File: config.mk
export PLATFORM = sky130hd
export DESIGN_NAME = mul_hilo_unit_flat
export DESIGN_NICKNAME = d
export VERILOG_FILES = /design/src/rtl/mul_hilo_if.sv /design/src/rtl/mul_hilo_unit.sv /design/src/flat_wrapper.sv
export SDC_FILE = /design/constraint.sdc
export NUM_CORES = 1
export LEC_CHECK = 0
export CAP_MARGIN = 30
export CORE_UTILIZATION = 39
export DETAILED_ROUTE_END_ITERATION = 7
export PLACE_DENSITY = 0.77
export SKIP_LAST_GASP = 1
export SLEW_MARGIN = 20
export SYNTH_ARGS = -nofsm -noshare
export SYNTH_HDL_FRONTEND = slang
export SYNTH_SLANG_ARGS = --single-unit
File: constraint.sdc
create_clock -name clk -period 1.6 [get_ports clk]
set_input_delay 0.48 -clock clk [delete_from_list [all_inputs] [get_ports clk]]
set_output_delay 0.48 -clock clk [all_outputs]
set_load 0.01 [all_outputs]
File: src/rtl/mul_hilo_if.sv
// mul_hilo_if: datapath-facing bundle of the HI/LO multiply unit.
//   start, op_signed, rs_val, rt_val : multiply request and its operands
//   mthi, mtlo, wdata                : direct HI/LO writes
//   busy, done                       : pipeline stall and completion pulse
//   hi, lo                           : architectural HI/LO registers
// Modports: master = datapath/pipeline side, slave = mul_hilo_unit.
interface mul_hilo_if;
  logic        start;
  logic        op_signed;
  logic [31:0] rs_val;
  logic [31:0] rt_val;
  logic        mthi;
  logic        mtlo;
  logic [31:0] wdata;
  logic        busy;
  logic        done;
  logic [31:0] hi;
  logic [31:0] lo;

  modport master (
    output start, op_signed, rs_val, rt_val, mthi, mtlo, wdata,
    input  busy, done, hi, lo
  );

  modport slave (
    input  start, op_signed, rs_val, rt_val, mthi, mtlo, wdata,
    output busy, done, hi, lo
  );
endinterface

File: src/rtl/mul_hilo_unit.sv
// mul_hilo_unit: sequencer and HI/LO result store around the registered
// 32x32 multiplier mul_int.
//   clk   : clock, all logic on posedge
//   rst_n : synchronous active-low reset
//   bus   : mul_hilo_if.slave (request, direct writes, busy/done, hi/lo)
//   mul_a, mul_b : registered operands to mul_int (held between requests)
//   mul_c        : 64-bit product from mul_int, valid MUL_LAT edges after
//                  mul_a/mul_b settle
// Parameter MUL_LAT (1..15): multiplier latency in clock edges.
// Optional feature: define MUL_SIGNED_EN to enable signed multiply
// (magnitudes into mul_int, sign applied to the product at capture).
module mul_hilo_unit #(
  parameter int MUL_LAT = 1
) (
  input  logic        clk,
  input  logic        rst_n,
  mul_hilo_if.slave   bus,
  output logic [31:0] mul_a,
  output logic [31:0] mul_b,
  input  logic [63:0] mul_c
);

  typedef enum logic [1:0] {IDLE, WAIT, CAPT} state_t;

  localparam logic [3:0] LAT = 4'(MUL_LAT);

  state_t      state, state_next;
  logic [3:0]  cnt;
  logic        busy_q, done_q;
  logic [31:0] hi_q, lo_q;
  logic [31:0] a_in, b_in;
  logic [63:0] product;

`ifdef MUL_SIGNED_EN
  logic neg;

  // mul_int is unsigned: feed it magnitudes and fix the sign on capture.
  // 0x80000000 negates to itself, which is the right unsigned magnitude.
  assign a_in    = (bus.op_signed && bus.rs_val[31]) ? -bus.rs_val : bus.rs_val;
  assign b_in    = (bus.op_signed && bus.rt_val[31]) ? -bus.rt_val : bus.rt_val;
  assign product = neg ? (~mul_c + 64'd1) : mul_c;

  always_ff @(posedge clk) begin
    if (!rst_n)
      neg <= 1'b0;
    else if (state == IDLE && bus.start)
      neg <= bus.op_signed & (bus.rs_val[31] ^ bus.rt_val[31]);
  end
`else
  logic unused_op_signed;

  assign unused_op_signed = bus.op_signed;
  assign a_in             = bus.rs_val;
  assign b_in             = bus.rt_val;
  assign product          = mul_c;
`endif

  // NOTE: every variable gets a default before the case so no path leaves it
  // unassigned; otherwise synthesis infers a latch.
  always_comb begin
    state_next = state;
    case (state)
      IDLE:    if (bus.start) state_next = WAIT;
      WAIT:    if (cnt == 4'd1) state_next = CAPT;  // reaches 0 at this edge
      CAPT:    state_next = IDLE;
      default: state_next = IDLE;
    endcase
  end

  // NOTE: state uses non-blocking assignments so every flop samples the
  // pre-edge values; HI/LO are plain registers and are reset like the rest.
  always_ff @(posedge clk) begin
    if (!rst_n) begin
      state  <= IDLE;
      cnt    <= 4'd0;
      mul_a  <= 32'd0;
      mul_b  <= 32'd0;
      busy_q <= 1'b0;
      done_q <= 1'b0;
      hi_q   <= 32'd0;
      lo_q   <= 32'd0;
    end else begin
      state  <= state_next;
      busy_q <= (state_next != IDLE);
      done_q <= (state == CAPT);
      case (state)
        IDLE: begin
          if (bus.start) begin
            mul_a <= a_in;
            mul_b <= b_in;
            cnt   <= LAT;
          end
          // Direct writes only land in IDLE; a product issued on the same
          // edge overwrites both halves later.
          if (bus.mthi) hi_q <= bus.wdata;
          if (bus.mtlo) lo_q <= bus.wdata;
        end
        WAIT:    cnt <= cnt - 4'd1;
        CAPT:    {hi_q, lo_q} <= product;
        default: ;
      endcase
    end
  end

  assign bus.busy = busy_q;
  assign bus.done = done_q;
  assign bus.hi   = hi_q;
  assign bus.lo   = lo_q;

endmodule

File: src/flat_wrapper.sv
// flat-port wrapper written by rule: the top's interface ports become plain ports
module mul_hilo_unit_flat 
#(
  parameter int MUL_LAT = 1
)
  (clk, rst_n, mul_a, mul_b, mul_c, bus_start, bus_op_signed, bus_rs_val, bus_rt_val, bus_mthi, bus_mtlo, bus_wdata, bus_busy, bus_done, bus_hi, bus_lo);
  mul_hilo_if bus_i ();
  input  logic clk;
  input  logic rst_n;
  output logic [31:0] mul_a;
  output logic [31:0] mul_b;
  input  logic [63:0] mul_c;
  input wire logic [$bits(bus_i.start)-1:0] bus_start;
  input wire logic [$bits(bus_i.op_signed)-1:0] bus_op_signed;
  input wire logic [$bits(bus_i.rs_val)-1:0] bus_rs_val;
  input wire logic [$bits(bus_i.rt_val)-1:0] bus_rt_val;
  input wire logic [$bits(bus_i.mthi)-1:0] bus_mthi;
  input wire logic [$bits(bus_i.mtlo)-1:0] bus_mtlo;
  input wire logic [$bits(bus_i.wdata)-1:0] bus_wdata;
  output wire logic [$bits(bus_i.busy)-1:0] bus_busy;
  output wire logic [$bits(bus_i.done)-1:0] bus_done;
  output wire logic [$bits(bus_i.hi)-1:0] bus_hi;
  output wire logic [$bits(bus_i.lo)-1:0] bus_lo;
  assign bus_i.start = bus_start;
  assign bus_i.op_signed = bus_op_signed;
  assign bus_i.rs_val = bus_rs_val;
  assign bus_i.rt_val = bus_rt_val;
  assign bus_i.mthi = bus_mthi;
  assign bus_i.mtlo = bus_mtlo;
  assign bus_i.wdata = bus_wdata;
  assign bus_busy = bus_i.busy;
  assign bus_done = bus_i.done;
  assign bus_hi = bus_i.hi;
  assign bus_lo = bus_i.lo;
  mul_hilo_unit #(.MUL_LAT(MUL_LAT)) u_core (.clk(clk), .rst_n(rst_n), .bus(bus_i), .mul_a(mul_a), .mul_b(mul_b), .mul_c(mul_c));
endmodule
Yosys cells after proc, flatten, opt, wreduce, memory -nomap -nowiden
Index checks and enable logic that the tools add are counted.
W data, S select, Z words.
{ "totals": {"reg_bits": 136, "inputBits": 166, "output_inout_bits": 130, "elab_cells": 32} }
{ "op_classes": {"addsub": 1, "eq_ne": 6, "mux": 9, "reduce_logical": 8} }
{ "op_table": {"columns": ["op", "n"], "rows": [
  ["$pmux W32 S2", 2],
  ["$mux W32", 2],
  ["$pmux W4 S2", 1],
  ["$reduce_and A2 Y1", 4],
  ["$ne A2 B2 Y1 const B", 3],
  ["$reduce_bool A2 Y1", 3],
  ["$eq A4 B1 Y1 const B", 1],
  ["$mux W2", 2],
  ["$mux W4", 1],
  ["$pmux W2 S2", 1],
  ["$sub A4 B1 Y4 const B", 1],
  ["$eq A2 B1 Y1 const B", 1],
  ["$eq A2 B2 Y1 const B", 1],
  ["$logic_not A2 Y1", 1]
]} }

Logic depth before layout (Yosys ltp)
Gate-level depths: netlist (run 1).
{ "logic_depth": {"word_depth": 4, "ltp_mapped": 6, "depth_no_buf": 5} }

Worst setup path before layout (run 1)
No wires, ideal clock.
{ "synth_timing": {"kind": "input to register", "start": "input bus_start", "end": "register u_core.mul_a[10]", "setup_time_ns": 0.116, "t_arrival_ns": 1.216, "t_required_ns": 1.484, "setup_slack_ns": 0.268, "path_stages": 5, "n_path_buf": 2, "path_cell_list": "or3b_1 > buf_6 > buf_6 > nand2_1 > a21boi_1"} }
{ "synth_between": {"elab_chain_len": 1} }
{ "synth_lines": {"columns": ["item", "line_no", "rtl"], "rows": [
  ["from (decl)", "flat_wrapper.sv:13", "input wire logic [$bits(bus_i.start)-1:0] bus_start;"],
  ["$reduce_and A2 Y1 (no source line)", null, null],
  ["to (signal assigned)", "mul_hilo_unit.sv:89", "mul_a <= a_in;"],
  ["to (decl)", "mul_hilo_unit.sv:18", "output logic [31:0] mul_a,"]
]} }
No other way between the ends.
A chain may end at the register's enable or synchronous reset.

Worst setup path after layout (run 1)
{ "layout_timing": {"start": "input bus_start", "end": "register u_core.mul_a[31]"} }
Same word-level chain as after synthesis.

==> impl_metrics.yaml, run 1 <==
status:
  run_status: "finished clean"
cells_and_area:
  most-common-layout-cells: "226 x nand2_1, 163 x clkdlybuf4s50_1, 136 x dfxtp_1"
  area_growth_pct: 65.3
  fillerInstances: 1194
  stdcell_area_um2: 8830
  multiInputGateArea_um2: 2280
  nets: 1084
  drive_gt1_share_pct: 6.24
  register_area_um2: 2720
  final_common_cell: "nand2_1"
setup_path:
  cp_data_required_time_ns: 1.88
  worstRegToRegCells: 4
  reg2reg_from: "u_core.state[1]$_SDFF_PN0_"
  r2r-end: "u_core.mul_a[31]$_SDFFE_PN0P_"
  crit_type: "primary input to flop"
  crit_slowest_cell: "or3b_2"
  end_kind: "flop"
  path_max_fanout: 65
  cp-start-kind: "primary input"
  regToRegSetupSlack_ns: 0.12
  crit_chain: "clkdlybuf4s50_1 -> or3b_2 -> buf_12 -> nand2_1 -> a21boi_0"
  cp_slowest_stage_delay_ns: 0.48
  cp.arrival_ns: 1.87
placed_design:
  dp_hpwl_um: 12100
  dpl_cell_area_um2: 8400
  gp_congestion: 0.850
  port_buffers: 294
logic_synthesis:
  yosysTopAreaCell: "dfxtp_1"
  ys_warn_count: 0
  ys_ff_latch: 136
  ys_types: 28
  syn_avg_cell_area_um2: 8.36
  yosysTopAreaCellShare_pct: 50.9
  synth_cells: 639
  netlist_area_um2: 5350
  synth_fp_nets: 807
  synthTopCellsByArea: "dfxtp_1 51%, nand2_1 16%, a21boi_1 8.3%, a31oi_1 7.5%, o21ai_0 6.0%"
  synth_seq_area_share_pct: 50.9
floorplan:
  die_x_um: 119
  coreArea_um2: 13300
  die_h_um: 119
  start_util_pct: 40.2
  io_pins: 296
  rows: 42
  dieArea_um2: 14200
worst_hold_path:
  hold_depth: 3
  min_path_type: "primary input to flop"
  hp-start: "rst_n"
  holdPathEnd: "u_core.bus.hi[30]$_SDFFE_PN0P_"
clock_tree:
  cts.clk_slew.worst_paths_ns: 0.06
  clock-root-buffer: "clkbuf_16"
  numCtsBuffers: 17
  cts_sinks: 136
  htree_num_levels: 4
  cts_tree: "yes"
  cts_setup_buffers: 0
  ctsLongestPathBuffers: 2
  clkLatencyLatePin_ns: 0.40
  ctsHoldBuffers: 0
power:
  leakagePower_nw: 3.85
  power.density_nw_per_um2: 1060
  power_mw: 9.32
  irDropWorstVdd_mv: 0.587
grt:
  grt_pass1_vias: 5203
  grt_max_degree: 66
  antenna_found_initial: 3
  grt_pass1_wl_um: 26700
  gr-usage-all-layers_pct: 24.1
  grt_overflow: 0
drt:
  avgRoutedWirePerCell_um: 15.4
  routed_wl_um: 17100
  ant_nets: 0
  drc: 0
  drt-pass1-iter-count: 5
  dr_total_vias: 5445
  via_per_inst: 4.91
  drtIter0Drc: 322
sta:
  setup_viol: 0
  rsz0062_at_grt: "true"
  hold_ws_ns: 0.442
  timing.fmax_ghz: 0.631
  fin_crit_sh_pct: 99.1
  tightest_slew_ns: 0.364
  finalMaxSlewViolations: 0
  fin_skew_ns: 0.00488
  hold_viol: 0
  min_period_ns: 1.59
  slew_headroom_pct: 75.5
flow_run:
  cap_viol_max_count: 0
[flip-flops by register name (all words and copies together) (netlist names)]
signal           count
u_core.bus.busy      1
u_core.bus.done      1
u_core.bus.hi       32
u_core.bus.lo       32
u_core.cnt           4
u_core.mul_a        32
u_core.mul_b        32
u_core.state         2
[Yosys cell counts]
cell type  instances
nor2b_2            1
o21ai_0           64
a31oi_1           64
or3b_1             1
nand3_1            1
dfxtp_1          136
nor4_1             1
nor3b_2            1
a222oi_1           1
and2_1             3
buf_6             11
a21boi_1          59
o21ba_1            1
nor2b_1            4
o21ba_2            2
o22ai_1            1
buf_2             21
o21bai_1           1
nand2b_1           3
mux2i_1            1
and3_1             2
inv_1              2
clkbuf_1          15
buf_4              8
nand2_1          226
ha_1               2
a21boi_0           6
nor3b_1            1
[worst max path at each step]
stage	start	end	cells past startpoint
after detailed placement	bus_start	u_core.cnt[3]$_SDFFE_PN0P_	5
after CTS	u_core.bus.lo[29]$_SDFFE_PN0P_	bus_lo[29]	1
final	bus_start	u_core.mul_a[31]$_SDFFE_PN0P_	5
after floorplan	bus_start	u_core.mul_a[10]$_SDFFE_PN0P_	5
after global placement	bus_start	u_core.cnt[3]$_SDFFE_PN0P_	5
after global routing	bus_start	u_core.mul_a[2]$_SDFFE_PN0P_	6
[worst max-delay path: cells and delay by family]
kind	cells	cell delay [ns]
simple gates	2	0.59
compound gates	1	0.09
buf+inv	2	0.68
[cells by family (layout without fill, tap and decap cells)]
group / count (synthesis) / count (layout) / synth area share [%]
adder cells (fa/ha/maj): 2 / 2 / 0.468
buffers and inverters: 57 / 347 / 6.60
AO/OA/AOI/OAI: 199 / 199 / 23.6
other: 0 / 3 / 0
flip-flops: 136 / 136 / 50.9
AND/OR/NAND/NOR: 244 / 244 / 18.2
multiplexers: 1 / 1 / 0.187
[power by group]
group / switching, mW / internal [mW]
Sequential: 0.135 / 3.68
Clock: 1.45 / 2.36
Combinational: 0.793 / 0.905
Total: 2.38 / 6.94
[layer usage]
metal	vias to the layer above	global-route usage (%)	share of wire, %
met5	-	0	0
met4	0	10.0	1.4
met3	15	11.1	11
met2	214	40.5	48
met1	2488	26.0	40
li1	2728	-	-
[metrics by stage]
stage          setup WS (ns)  utilization (%)  TNS (ns)  instances
6_report              0.0145             66.5         0       1108
5_1_grt              -0.0268             66.5   -0.0332       1108
4_1_cts              -0.0129             66.3   -0.0129       1105
3_5_place_dp          -0.369             63.2    -25.49       1073
3_3_place_gp          -0.355             63.2    -24.49       1073
2_1_floorplan          0.268                -         0        639
[area by class of cell]
class                           count  share of cell area, %
Timing Repair Buffer              313                   34.1
Sequential cell                   136                   30.8
Multi-Input combinational cell    446                   25.8
Clock buffer                       19                   5.13
Tap cell                          176                   2.49
Clock inverter                     13                   1.46
Inverter                            2                 0.0850
Antenna cell                        3                 0.0850
[repair_timing]
| item | 4_1_cts | 5_1_grt |
|---|---|---|
| pin swaps | 0 | 0 |
| gates resized for setup | 130 | 2 |
| endpoints found under the setup margin | 130 | 3 |
Power figures use the tool's default switching activity.
==> inputs of run 2 (changes only) <==
--- a/config.mk
+++ b/config.mk
@@ -6,10 +6,9 @@
 export NUM_CORES = 1
 export LEC_CHECK = 0
-export CAP_MARGIN = 30
+export CAP_MARGIN = 20
 export CORE_UTILIZATION = 39
 export DETAILED_ROUTE_END_ITERATION = 7
 export PLACE_DENSITY = 0.77
 export SKIP_LAST_GASP = 1
-export SLEW_MARGIN = 20
 export SYNTH_ARGS = -nofsm -noshare
 export SYNTH_HDL_FRONTEND = slang
==> constraint.sdc (replaced) <==
create_clock -name clk -period 1.6 [get_ports clk]
set_input_delay 0.24 -clock clk [delete_from_list [all_inputs] [get_ports clk]]
set_output_delay 0.24 -clock clk [all_outputs]
set_load 0.01 [all_outputs]
==> run 2 against run 1 <==
  * Die area is the same
  * Largest cell class unchanged
  * Critical path type is now flop to output port
  * Combinational power rose by 11%
  * Register-to-register slack better by 0.02 ns
  * Core utilization up 1.7 points
  * Setup slack better by 0.029 ns
  * Flip-flop and latch count did not move
==> impl_metrics.yaml, run 2 (same netlist as run 1, synthesis figures left out) <==
floorplan:
  die_h_um: 119
  io_pins: 296
  dieArea_um2: 14200
  coreArea_um2: 13300
  start_util_pct: 40.2
  die_x_um: 119
  rows: 42
worst_hold_path:
  hold_depth: 3
  min_path_type: "primary input to flop"
  hp-start: "rst_n"
setup_path:
  worstRegToRegCells: 4
  critPathLaunch: "u_core.bus.lo[8]$_SDFFE_PN0P_"
  cp.arrival_ns: 1.32
  reg2reg_from: "u_core.state[1]$_SDFF_PN0_"
  end_kind: "output port"
  crit_type: "flop to output port"
  critPathBufInv: 1
  path_max_fanout: 2
  cp-start-kind: "flop"
  worst-path-stages: 1
  crit_slowest_cell: "clkdlybuf4s50_1"
  crit_family: "buffers and inverters"
  cp_slowest_stage_delay_ns: 0.59
  cp_data_required_time_ns: 1.36
  crit_chain: "clkdlybuf4s50_1"
grt:
  gr-usage-all-layers_pct: 24.2
  grt_overflow: 0
  grt_pass1_wl_um: 26800
  grt_max_degree: 66
  grt_pass1_vias: 5267
  antenna_found_initial: 2
sta:
  setup_slack_ns: 0.0432
  timing.fmax_ghz: 0.642
  finalMaxSlewViolations: 0
  rsz0062_at_grt: "false"
  fin_skew_ns: 0.00613
  hold_viol: 0
  slew_headroom_pct: 73.7
  hold_ws_ns: 0.262
  setup_tns_ns: 0
  min_period_ns: 1.56
  tightest_slew_ns: 0.395
  fin_crit_sh_pct: 97.3
  setup_viol: 0
status:
  run_status: "finished clean"
placed_design:
  dpl_worst_slack_ns: -0.154
  dpl_cell_area_um2: 8390
  dp_hpwl_um: 11800
  gp_congestion: 0.850
  placed_cells: 1071
  port_buffers: 294
power:
  leakagePower_nw: 3.51
  irDropWorstVdd_mv: 0.538
  power.density_nw_per_um2: 1100
  power_mw: 9.95
clock_tree:
  cts_sinks: 136
  numCtsBuffers: 17
  clkLatencyLatePin_ns: 0.41
  cts_tree: "yes"
  cts.clk_slew.worst_paths_ns: 0.06
  ctsLongestPathBuffers: 2
  clock-root-buffer: "clkbuf_16"
  htree_num_levels: 4
drt:
  routed_wl_um: 17000
  via_per_inst: 4.93
  avgRoutedWirePerCell_um: 15.4
  drtIter0Drc: 309
  drt-pass1-iter-count: 4
  drc: 0
  ant_nets: 0
  dr_total_vias: 5445
cells_and_area:
  stdcell_area_um2: 9050
  fin_cells: 1105
  final_core_util_pct: 68.1
  drive_gt1_share_pct: 5.83
  nets: 1082
  fillerInstances: 1105
  most-common-layout-cells: "283 x clkdlybuf4s50_1, 226 x nand2_1, 136 x dfxtp_1"
  register_area_um2: 2720
  area_growth_pct: 69.4
  final_common_cell: "clkdlybuf4s50_1"
  multiInputGateArea_um2: 2280
flow_run:
  cap_viol_max_count: 0
run 2: worst register-to-register path, delay by kind of cell, from the launching register on:
kind	cells	cell delay, ns
buffers and inverters	1	0.25
DFF	1	0.51
AOI/OAI and AO/OA	1	0.21
and+or+nand+nor	2	0.41
run 2: power by group:
part	internal (mW)	switching (mW)
sequential	3.68	0.145
combinational	1.08	0.800
clock	2.81	1.44
run 2: final cells by class:
class | count | area share, %
well taps | 176 | 2.43
inverters | 2 | 0.0829
repair buffers | 311 | 35.0
multi-input cells | 446 | 25.2
flip-flops and latches | 136 | 30.1
clock buffers | 20 | 4.93
diodes | 2 | 0.0553
clock inverters | 12 | 2.20
run 2: final timing paths:
kind | end | slack [ns]
worst max-delay path | bus_lo[8] | 0.04
worst min-delay path | u_core.bus.hi[1]$_SDFFE_PN0P_ | 0.26
worst max register to register | u_core.bus.lo[22]$_SDFFE_PN0P_ | 0.14
worst min register to register | u_core.mul_a[27]$_SDFFE_PN0P_ | 0.45
run 2: timing repair:
action / 4_1_cts / 5_1_grt
hold buffers: 0 / 0
buffers inserted: 0 / 0
gates resized for setup: 2 / 8
setup endpoints to repair: 2 / 8
run 2: routing by layer:
layer,GRT usage [%],wire length [um],vias to the layer above
li1,-,-,2723
met1,26.6,6710,2476
met2,40.5,8110,221
met3,10.6,1870,25
met4,9.73,336,0
met5,0,0,-
==> RTL change 1: new RTL, settings of run 2 <==
The 3 states of `state_t` get a one-hot encoding in 3 bits.
--- a/src/rtl/mul_hilo_unit.sv
+++ b/src/rtl/mul_hilo_unit.sv
@@ -20,7 +20,7 @@
   input  logic [63:0] mul_c
 );
 
-  typedef enum logic [1:0] {IDLE, WAIT, CAPT} state_t;
+  typedef enum logic [2:0] {IDLE = 3'b001, WAIT = 3'b010, CAPT = 3'b100} state_t;
 
   localparam logic [3:0] LAT = 4'(MUL_LAT);
 
Check against the original RTL: same outputs for any inputs over 4 cycles, from zero or initial values and one cycle with rst_n low; so few cycles prove little.
==> RTL change 1 against run 2 <==
  * Power rose by 1.0%
  * Cell area rose by 8.0%
  * Routed wire length is 8.4% higher
  * Synthesized area rose by 6.8%
  * Largest cell class unchanged
  * Count of clock-buffer cells in the layout decreased by 2
  * Sequential share of layout area decreased by 2.0 points
  * Cell count grew 2.1%
  * Sequential cell count up 1
  * Register-to-register slack got worse by 80 ps
  * Worst setup slack got worse by 1.2 ps
==> RTL change 1: results (changes against run 2) <==
Status: completed
Total GRT Usage: 24.1% (-0.068 points)
Clk Latency, worst-skew pair: 410 ps (about the same)
Post-DP HPWL: 12700 µm (+8.1%)
Finish-stage setup viols: 0 (unchanged)
VDD IR-drop max: 0.735 mV (+36%)
Ant. Diodes: 0 (-2)
Register area share after synthesis: 48.0% (-2.9 points)
Mean area per synthesized cell: 8.77 µm² (+4.8%)
Largest area contributor in the netlist: dfxtp_1
Met2 GRT Util: 41.3% (+0.78 points)
Max-slew violation count: 0 (unchanged)
Most area-consuming cells after synthesis: dfxtp_1 (48%), a311oi_2 (15%), nand2_1 (15%)
Largest net degree at the start of global routing: 45 (-32%)
Cell variety after synth: 30 (+7.1%)
Final wirelength: 18500 µm (+8.4%)
Syn nets: 819 (+1.5%)
Met3 WL: 1270 µm (-32%)
Top cells by count, synth: nand2_1 (225), dfxtp_1 (137), a21oi_1 (67), nor3_1 (67), a311oi_2 (57)
Routed metal-1 wirelength: 7490 µm (+12%)
CTS max path bufs: 2 (unchanged)
GR Layer Usage met1: 28.0% (+1.4 points)
Metal2 WL: 9260 µm (+14%)
Worst path top cell family by delay: buffers and inverters
Layout Cells excl Fill: 1128 (+2.1%)
CP max stage delay: 550 ps (-40 ps)
First-pass GRT wire length: 28200 µm (+5.0%)
Placer Congestion: 0.807 (-5.1%)
Leak: 0.00376 µW (+6.9%)
Grt met3 use: 6.64% (-4.0 points)
Drt initial violations: 311 (+0.65%)
Clock slew at reported path FFs: 60 ps (about the same)
Layout Skew: 7.25 ps (+1.13 ps)
Pre-CTS setup slack: -179 ps (-25.0 ps)
Vias in the first global route: 5604 (+6.4%)
HP Class: in -> reg
H-tree Lvls: 4 (unchanged)
Post-CTS Resized: 4 (+2)
Via density: 5.13 (+4.0%)
Slew headroom: 80.3% (+6.6 points)
Post-synth EDFFs: 0 (unchanged)
Share of layout cells above drive strength 1: 14.0% (+8.2 points)
P_int: 7470 µW (-1.2%)
Initial antenna violation count: 0 (-2)
RTL change 1: cell types whose count changed in the layout (fill, tap and decap cells not counted), moves of 57 or more:
cell / run 2 / this run
a311oi_2: 0 / 57
o21ai_0: 64 / 1
nor3_1: 0 / 67
a31oi_1: 64 / 0
a21boi_1: 59 / 0
a21oi_1: 0 / 67
RTL change 1: final cells by class:
type,instances,area [µm²]
multi-input combinational,447,2670
sequential,137,2750
tap,180,225
timing repair buffer,328,3490
fill,1098,4320
clock inverter,14,196
inverter,4,17.5
clock buffer,18,429
RTL change 1: path summary, 6_finish.rpt:
kind                          from                to  slack [ps]  depth (start not counted)
setup / recovery  u_core.bus.lo[4]         bus_lo[4]          40                          1
setup reg to reg   u_core.state[2]  u_core.bus.hi[1]          60                          5
hold / removal       bus_rs_val[1]   u_core.mul_a[1]         370                          3
hold reg to reg   u_core.mul_a[28]  u_core.mul_a[28]         450                          2
RTL change 1: power by group through the flow:
stage                     Sequential [µW]  Clock [µW]  Combinational, µW
final                                3840        4160               2050
after global routing                 3870        4390               2200
after CTS                            3840        4220               2070
after detailed placement             3910           0               2060
after global placement               3910           0               2040
after floorplan                      4020           0                758
RTL change 1: stage by stage:
stage / area [µm²] / setup TNS, ps
final: 9780 / 0
after global routing: 9780 / -77.9
after CTS: 9660 / 0
after detailed placement: 9030 / -9050
after global placement: 9030 / -7130
after floorplan: 5710 / 0
RTL change 1: cells by family (layout without fill, tap and decap cells):
kind of cell / after synthesis / after routing / share of synthesized area (%)
AOI/OAI and AO/OA: 134 / 134 / 22.3
xor gates and xnor gates: 1 / 1 / 0.153
adders and majority gates: 2 / 2 / 0.438
buffers and inverters: 67 / 364 / 5.83
DFF: 137 / 137 / 48.0
and+or+nand+nor: 310 / 310 / 23.2
==> RTL change 2: new RTL, settings of run 2 <==
Without the edit above. Build with the macro `MUL_SIGNED_EN` defined.
--- a/src/rtl/mul_hilo_unit.sv
+++ b/src/rtl/mul_hilo_unit.sv
@@ -9,6 +9,8 @@
 // Parameter MUL_LAT (1..15): multiplier latency in clock edges.
 // Optional feature: define MUL_SIGNED_EN to enable signed multiply
 // (magnitudes into mul_int, sign applied to the product at capture).
+`define MUL_SIGNED_EN
+
 module mul_hilo_unit #(
   parameter int MUL_LAT = 1
 ) (
Check against the original RTL: not equivalent (a bounded check fails within 4 cycles, from zero or initial values and one cycle with rst_n low).
==> RTL change 2 against run 2 <==
  * The flow now finishes with violations (DRC, setup timing)
  * Routed wire length rose to 2.6 times the old value
  * Sequential cell count rose by 1
  * Sequential power rose by 4%
  * Cell area rose by 77%
  * Via count rose by 110%
  * Synthesized area rose by 53%
  * Global-route usage rose by 12 points
  * Synthesized cell count rose by 64%
  * Power rose by 16%
  * Cell count rose by 74%
  * Die area rose by 52%
  * Worst setup slack got worse by 770 ps
==> RTL change 2: results (changes against run 2) <==
Status: finished, violations left
Failing checks: DRC, setup timing
Hold Path Depth: 4 (+1)
Finish-stage setup viols: 62 (+62)
Hold path startpoint: bus_rs_val[0]
Cell variety after synth: 69 (+150%)
Hold worst-path end: u_core.mul_a[0]
Worst setup path startpoint: mul_c[8]
Fillcell total: 1243 (+12%)
Final wirelength: 44600 µm (+160%)
Most area-consuming cells after synthesis: dfxtp_1 (34%), xnor2_1 (6.6%), a21oi_1 (5.7%)
Slew headroom: 51.4% (-22 points)
R2R Setup Slk: -270 ps (-410 ps)
Crit Path Max Fanout: 4 (+2)
Drt initial violations: 1399 (+350%)
Drt first pass iters: 8 (+4)
Vias in the first global route: 10925 (+110%)
Total GRT Usage: 35.8% (+12 points)
R2r endpoint: u_core.bus.lo[19]
VDD IR-drop max: 0.927 mV (+72%)
WHS: 173 ps (-88.9 ps)
Synth Cell Area: 8180 µm² (+53%)
CP Data Arrival Time: 2630 ps (+1310 ps)
Top cells by count, synth: dfxtp_1 (137), nor2_1 (107), a21oi_1 (94), o21ai_0 (94), nand2_1 (93)
DRC viols: 28 (+28)
Clk Latency, worst-skew pair: 450 ps (+40 ps)
Layout Skew: 9.49 ps (+3.36 ps)
CP max stage delay: 630 ps (+40 ps)
Min setup slack post-route: -724 ps (-767 ps)
First-pass GRT wire length: 59700 µm (+120%)
Leak: 0.00708 µW (+100%)
Via count: 11642 (+110%)
RTL change 2: cell count changes after synthesis, moves of 40 or more:
cell	before	now
a21boi_1	59	0
a21oi_1	0	94
a31oi_1	64	20
clkbuf_1	15	61
nand2_1	226	93
nor2_1	0	107
xnor2_1	0	62
xor2_1	0	40
RTL change 2: cell families after synthesis:
| kind of cell | share of synthesized area [%] |
|---|---|
| xor gates and xnor gates | 10.9 |
| DFF | 33.5 |
| muxes | 1.38 |
| adders and majority gates | 0.764 |
| AOI/OAI and AO/OA | 25.6 |
| buffers and inverters | 4.13 |
| and+or+nand+nor | 23.7 |
RTL change 2: routing by layer:
layer	up-vias	part of all wire, %	track usage, %	routed length (µm)
li1	5020	-	-	-
met1	5416	36	42.9	16000
met2	883	45	57.4	19800
met3	315	12	9.60	5360
met4	8	7.4	21.0	3300
met5	-	0.19	0	86
RTL change 2: final cells by class:
| class | instances | area [µm²] | area share (%) |
|---|---|---|---|
| Clock buffer | 18 | 439 | 2.74 |
| Antenna cell | 2 | 5.00 | 0.0312 |
| Timing Repair Buffer | 644 | 5980 | 37.3 |
| Sequential cell | 137 | 2750 | 17.1 |
| Tap cell | 270 | 338 | 2.11 |
| Inverter | 17 | 68.8 | 0.429 |
| Multi-Input combinational cell | 819 | 6320 | 39.4 |
| Clock inverter | 14 | 134 | 0.835 |
RTL change 2: through the flow:
step	setup TNS [ps]	utilization (%)	cell area (µm²)	setup slack, ps	std cells
floorplan	-12870	-	8710	-417	1045
global placement	-81440	68.7	14000	-1030	1820
detailed placement	-84880	68.7	14000	-1070	1820
CTS	-4180	74.6	15200	-408	1892
global route	-16880	78.5	16000	-767	1920
finish	-14960	78.5	16000	-724	1921
RTL change 2: report_power, final:
group	switching [µW]	internal, µW	leakage, µW
registers	231	3730	0.00113
clock network	1780	2210	0.000278
logic	1820	1820	0.00567
RTL change 2: tightest hold or removal path, delay by kind of cell:
family,cells,cell delay (ps)
simple gates,1,50
buf+inv,2,230
compound gates,1,50
RTL change 2: how the worst max path moves through the flow:
| stage | slack [ps] | cells past startpoint | end |
|---|---|---|---|
| finish | -720 | 9 | u_core.bus.hi[21] |
| global route | -770 | 10 | u_core.bus.lo[19] |
| CTS | -410 | 7 | u_core.bus.hi[13] |
| detailed placement | -1070 | 10 | u_core.bus.hi[26] |
| global placement | -1030 | 10 | u_core.bus.hi[26] |
| floorplan | -420 | 6 | u_core.bus.hi[13] |
RTL change 2: timing repair:
action / in CTS / in global routing
hold buffers: 0 / 0
endpoints found under the hold margin: 0 / 0
setup buffers: 42 / 30
setup endpoints to repair: 136 / 124
cloned: 0 / 2
pin swaps: 121 / 124
gates resized for setup: 385 / 207
